**src/rtl/sweep_stim_capture.sv**
```systemverilog
// Exhaustive input sweep engine: drives every IN_W-bit vector, samples the DUT and streams indexed records.
// Optional 16-bit output signature when SWEEP_SIGNATURE_EN is defined.
module sweep_stim_capture #(
  parameter int IN_W   = 16,
  parameter int OUT_W  = 1,
  parameter int PASSES = 2,
  parameter int SETTLE = 1,
  parameter int CNT_W  = 18
) (
  input  logic             clock,
  input  logic             reset_n,
  input  logic             start,
  input  logic             gray_mode,
  output logic             busy,
  output logic             done,
  output logic [IN_W-1:0]  vec,
  input  logic [OUT_W-1:0] dut_out,
  output logic             rec_valid,
  input  logic             rec_ready,
  output logic [CNT_W-1:0] rec_index,
  output logic [IN_W-1:0]  rec_vec,
  output logic [OUT_W-1:0] rec_out
`ifdef SWEEP_SIGNATURE_EN
  ,
  output logic [15:0]      sig
`endif
);

  typedef enum logic [1:0] {S_IDLE, S_DRIVE, S_EMIT, S_DONE} state_t;

  localparam logic [CNT_W-1:0] LAST_CNT   = CNT_W'(PASSES * (1 << IN_W) - 1);
  localparam logic [7:0]       SETTLE_END = 8'(SETTLE - 1);

  state_t           r_state, w_next;
  logic             r_gray;
  logic [CNT_W-1:0] r_cnt;
  logic [7:0]       r_settle;
  logic [IN_W-1:0]  r_vec;
  logic [CNT_W-1:0] r_rec_index;
  logic [IN_W-1:0]  r_rec_vec;
  logic [OUT_W-1:0] r_rec_out;

  logic             w_fire;
  logic             w_last;
  logic             w_settle_end;
  logic [CNT_W-1:0] w_cnt_next;
  logic [IN_W-1:0]  w_vec_next;

  function automatic logic [IN_W-1:0] map_vec(input logic [IN_W-1:0] b, input logic g);
    return g ? (b ^ (b >> 1)) : b;
  endfunction

  assign w_fire       = (r_state == S_EMIT) && rec_ready;
  assign w_last       = (r_cnt == LAST_CNT);
  assign w_settle_end = (r_settle == SETTLE_END);
  assign w_cnt_next   = r_cnt + 1'b1;
  // Vector for the next record is prepared on the fire edge so DRIVE starts with it already applied.
  assign w_vec_next   = map_vec(w_cnt_next[IN_W-1:0], r_gray);

  always_ff @(posedge clock or negedge reset_n) begin
    if (!reset_n) r_state <= S_IDLE;
    else          r_state <= w_next;
  end

  // NOTE: every combinational output gets a default first so no path leaves it unassigned (no latch).
  always_comb begin
    w_next = r_state;
    case (r_state)
      S_IDLE:  if (start)        w_next = S_DRIVE;
      S_DRIVE: if (w_settle_end) w_next = S_EMIT;
      S_EMIT:  if (w_fire)       w_next = w_last ? S_DONE : S_DRIVE;
      S_DONE:                    w_next = S_IDLE;
      default:                   w_next = S_IDLE;
    endcase
  end

  // NOTE: sequential state uses non-blocking assignments so all registers update from pre-edge values.
  always_ff @(posedge clock or negedge reset_n) begin
    if (!reset_n) begin
      r_gray      <= 1'b0;
      r_cnt       <= '0;
      r_settle    <= '0;
      r_vec       <= '0;
      r_rec_index <= '0;
      r_rec_vec   <= '0;
      r_rec_out   <= '0;
    end else begin
      case (r_state)
        S_IDLE: if (start) begin
          r_gray   <= gray_mode;
          r_cnt    <= '0;
          r_settle <= '0;
          r_vec    <= '0;
        end
        S_DRIVE: if (w_settle_end) begin
          r_settle    <= '0;
          r_rec_out   <= dut_out;
          r_rec_vec   <= r_vec;
          r_rec_index <= r_cnt;
        end else begin
          r_settle <= r_settle + 8'd1;
        end
        S_EMIT: if (w_fire && !w_last) begin
          r_cnt <= w_cnt_next;
          r_vec <= w_vec_next;
        end
        default: ;
      endcase
    end
  end

`ifdef SWEEP_SIGNATURE_EN
  localparam int SIG_W = (OUT_W < 16) ? OUT_W : 16;

  logic [15:0] r_sig;
  logic [15:0] w_sig_in;

  always_comb begin
    w_sig_in              = '0;
    w_sig_in[SIG_W-1:0]   = r_rec_out[SIG_W-1:0];
  end

  always_ff @(posedge clock or negedge reset_n) begin
    if (!reset_n)                     r_sig <= '0;
    else if (r_state == S_IDLE && start) r_sig <= '0;
    else if (w_fire)                  r_sig <= {r_sig[14:0], r_sig[15]} ^ w_sig_in;
  end

  assign sig = r_sig;
`endif

  assign busy      = (r_state == S_DRIVE) || (r_state == S_EMIT);
  assign done      = (r_state == S_DONE);
  assign rec_valid = (r_state == S_EMIT);
  assign vec       = r_vec;
  assign rec_index = r_rec_index;
  assign rec_vec   = r_rec_vec;
  assign rec_out   = r_rec_out;

endmodule

```
**config.mk**
```make
export PLATFORM = sky130hd
export DESIGN_NAME = sweep_stim_capture
export DESIGN_NICKNAME = d
export VERILOG_FILES = /design/src/rtl/sweep_stim_capture.sv
export SDC_FILE = /design/constraint.sdc
export NUM_CORES = 1
export LEC_CHECK = 0
export CORE_MARGIN = 2
export CORE_UTILIZATION = 55
export CTS_CLUSTER_DIAMETER = 200
export DETAILED_ROUTE_END_ITERATION = 8
export PLACE_DENSITY = 0.79
export SLEW_MARGIN = 20
export SYNTH_ARGS = -nofsm -noshare
export SYNTH_HDL_FRONTEND = slang
export SYNTH_SLANG_ARGS = --single-unit
```
**constraint.sdc**
```tcl
create_clock -name clock -period 2.6 [get_ports clock]
set_input_delay 0.26 -clock clock [delete_from_list [all_inputs] [get_ports clock]]
set_output_delay 0.26 -clock clock [all_outputs]
set_load 0.05 [all_outputs]
```
==> run_results.csv <==
group,metric,value,unit
run_status,status,"complete, no violations",
route,drc,0,
worst_setup_path,cp-end-kind,"output pin",
sta,hold_viol_final,0,
power_and_ir_drop,p_int,2.32,mW
cts,worst_skew_pair.late_latency,350,ps
power_and_ir_drop,p_clk_share,26.0,%
synth,yosys-top-cells-area,"dfrtp_1 47%, mux2_2 5.4%, mux2_1 4.3%",
synth,seq_area_frac_synth,46.8,%
cts,numCtsBuffers,9,
synth,syn_nets,411,
route,highest_layer,"met4",
finish,antenna_cells,0,
global_routing,gr-total-overflow,0,
global_routing,track_usage,22.3,%
route,via_per_inst,5.77,
synth,synth_compound_area_share,14.4,%
sta,slew_violations,0,
synth,yosys.area_share.adder,2.40,%
worst_setup_path,critPathLaunch,"r_state[0]$_DFFE_PN0P_",
worst_setup_path,crit_slowest_cell,"clkdlybuf4s50_1",
flow_run,cap_violations,0,
finish,synthToLayoutAreaGrowth,19.7,%
synth,avgSynthCellArea,10.5,µm²
power_and_ir_drop,finalPower,3.85,mW
cts,ctsResizeCount,0,
route,wire_per_inst,15.8,µm
route,met1_length,3.92,mm
power_and_ir_drop,peakVddDrop,0.719,mV
floorplan,rows,31,
place,dp.cells,536,
synth,synth_xor_xnor_area_share,4.83,%
worst_setup_path,rr_worst_depth,7,
sta,tns,0,ps
floorplan,die_y,91.1,µm
worst_setup_path,reg2reg_to,"vec[9]$_DFFE_PN0P_",
synth,synthFlopType,"dfrtp_1",
power_and_ir_drop,power_density,771,nW/µm²
floorplan,ios,60,
synth,netlist.area_leader.share,46.8,%
synth,synth_largest_area_cell,"dfrtp_1",
cts,hold_buffers,0,
finish,drive_gt1_share,13.5,%
cts,ctsRootBufferMaster,"clkbuf_8",
floorplan,die_area,8300,µm²
sta,worst-slew-pin-transition,944,ps
route,via_count,3187,
finish,fillCellCount,598,
sta,period_share,90.4,%
global_routing,grt_pass1_wl,14.9,mm
worst_setup_path,worstPathRequired,2340,ps
synth,synthTopCellsByCount,"78 x dfrtp_1, 40 x nand2_1, 26 x o21ai_0",
route,initialDrtViolationCount,230,
floorplan,core_area,7290,µm²
power_and_ir_drop,power.net_switching,1.53,mW
cts,postCtsSetupBuffers,0,
worst_setup_path,path_class,"flip-flop to output pin",
synth,async_flop_share,100,%
finish,final_nets,462,
finish,fin_cells,552,
sta,setup_violations,0,
sta,rsz0062_at_grt,"false",
route,detail_route.wirelength,8.73,mm
global_routing,antenna_found_initial,0,
floorplan,die_w,91.1,µm
route,wl_met3,442,µm
synth,synth_area,4170,µm²
hold_path,worst_hold_path_type,"input pin to asynchronous set/reset pin",
worst_setup_path,worst-r2r-setup-slack,430,ps
power_and_ir_drop,p_comb_share,36.9,%
route,dr.pass1.iters,4,
route,ant_nets,0,
global_routing,grt_start_max_net_pins,79,
synth,synth_top_family_by_area,"simple AND/OR/NAND/NOR gates",
cts,htreeDepth,3,
sta,fin_crit,2350,ps
worst_setup_path,reg2reg_from,"r_cnt[1]$_DFFE_PN0P_",
synth,synth_cell_types,54,
place,dp_hpwl,5.78,mm
power_and_ir_drop,seq_power_share,37.1,%
worst_setup_path,crit_chain,"inv_1, ha_1, clkdlybuf4s50_1",
synth,synth_edf_count,0,
synth,ys_ff_latch,78,
synth,synthCells,397,
worst_setup_path,worstSetupStartpointType,"flip-flop",
worst_setup_path,cp.arrival,2090,ps
place,port_buffers,59,
power_and_ir_drop,p_leak,2.17,nW
route,wl_met2,4.26,mm
cts,clock-sinks,78,
global_routing,grt_pass1_vias,3094,
synth,ys_warn_count,0,
sta,max-slew-margin-rel,37.0,%
power_and_ir_drop,swShare,39.8,%
worst_setup_path,slowest_delay,880,ps
place,place_congestion,0.817,
cts,cts_tree,"yes",
floorplan,start_util,57.2,%
sta,fmax,0.426,GHz
synth,synth.area.mux_share,10.9,%
cts,clockBufferDepth,2,
cts,clkTransAtPathRegs,80,ps
sta,clock_skew,7.60,ps
synth,yosysMostFrequentCell,"dfrtp_1",
synth,synth_simple_gate_area_share,15.1,%
worst_setup_path,crit_fanout,8,
-- final cells by class --
cell class / instances / area [µm²] / share of cell area (%)
clock buffer: 9 / 124 / 2.48
clock inverter: 7 / 96.3 / 1.93
inverter: 8 / 30.0 / 0.601
multi-input combinational: 281 / 1990 / 39.8
sequential: 78 / 1950 / 39.1
tap: 99 / 124 / 2.48
timing repair buffer: 70 / 683 / 13.7
-- metrics by stage --
step	worst slack, ps	instance area [µm²]	utilization (%)	hold WS (ps)
after detailed placement	450	4780	65.5	475
final	250	5000	68.5	44.3
after global routing	149	5000	68.5	130
after floorplan	432	4170	-	-35.6
after CTS	242	5000	68.5	82.4
after global placement	504	4780	65.5	472
-- how the worst max path moves through the flow --
stage               slack, ps  depth (start not counted)                   end
detailed placement        450                          7    vec[9]$_DFFE_PN0P_
CTS                       240                          3             rec_valid
finish                    250                          3             rec_valid
global placement          500                          7    vec[9]$_DFFE_PN0P_
floorplan                 430                          8  r_cnt[9]$_DFFE_PN0P_
global route              150                          3             rec_valid
-- critical path, delay by kind of cell, from the launching register on --
family | cells | cell delay (ps)
DFF | 1 | 430
buffers and inverters | 2 | 1010
adders and majority gates | 1 | 310
-- registers in the layout, indices dropped and copies added, names as in the netlist --
signal,count
r_settle,8
rec_vec,15
r_cnt,18
r_gray,1
r_state,2
rec_index,18
vec,15
rec_out,1
-- layer usage --
metal,vias up,global-route usage [%]
met3,10,5.73
met4,0,6.57
li1,1524,-
met2,84,37.1
met1,1569,28.7
met5,-,0
-- cell usage in the layout (no fill, tap or decap), drive strengths merged, types with 2 or more instances in the layout --
cell            n
o211ai          5
nand2          41
nand2b         10
and3            7
o21ai          44
nand3          13
nor4            6
clkinv          5
inv             8
buf            12
clkdlybuf4s50  58
clkbuf          9
bufinv          2
xor2            7
o41ai           3
ha              8
and4            2
nor2           15
or3             2
dfrtp          78
a21oi           7
mux2i           5
nor2b           2
nand4           7
a31oi           4
nor3            5
o31ai          19
mux2           36
or2             2
xnor2          16
o21a            2
-- cells by family (layout without fill, tap and decap cells) --
family / after synthesis / count (layout)
muxes: 41 / 41
DFF: 78 / 78
xor gates and xnor gates: 23 / 23
AOI/OAI and AO/OA: 94 / 94
buffers and inverters: 38 / 94
adders and majority gates: 8 / 8
and+or+nand+nor: 115 / 115
-- power groups by stage --
stage / clock network [mW] / logic, mW / registers, mW
2_1_floorplan: 0 / 1.00 / 1.56
3_3_place_gp: 0 / 1.38 / 1.44
3_5_place_dp: 0 / 1.41 / 1.45
4_1_cts: 1.03 / 1.43 / 1.43
5_1_grt: 1.08 / 1.52 / 1.45
6_report: 1.00 / 1.42 / 1.43
(Power assumes the default switching activity.)
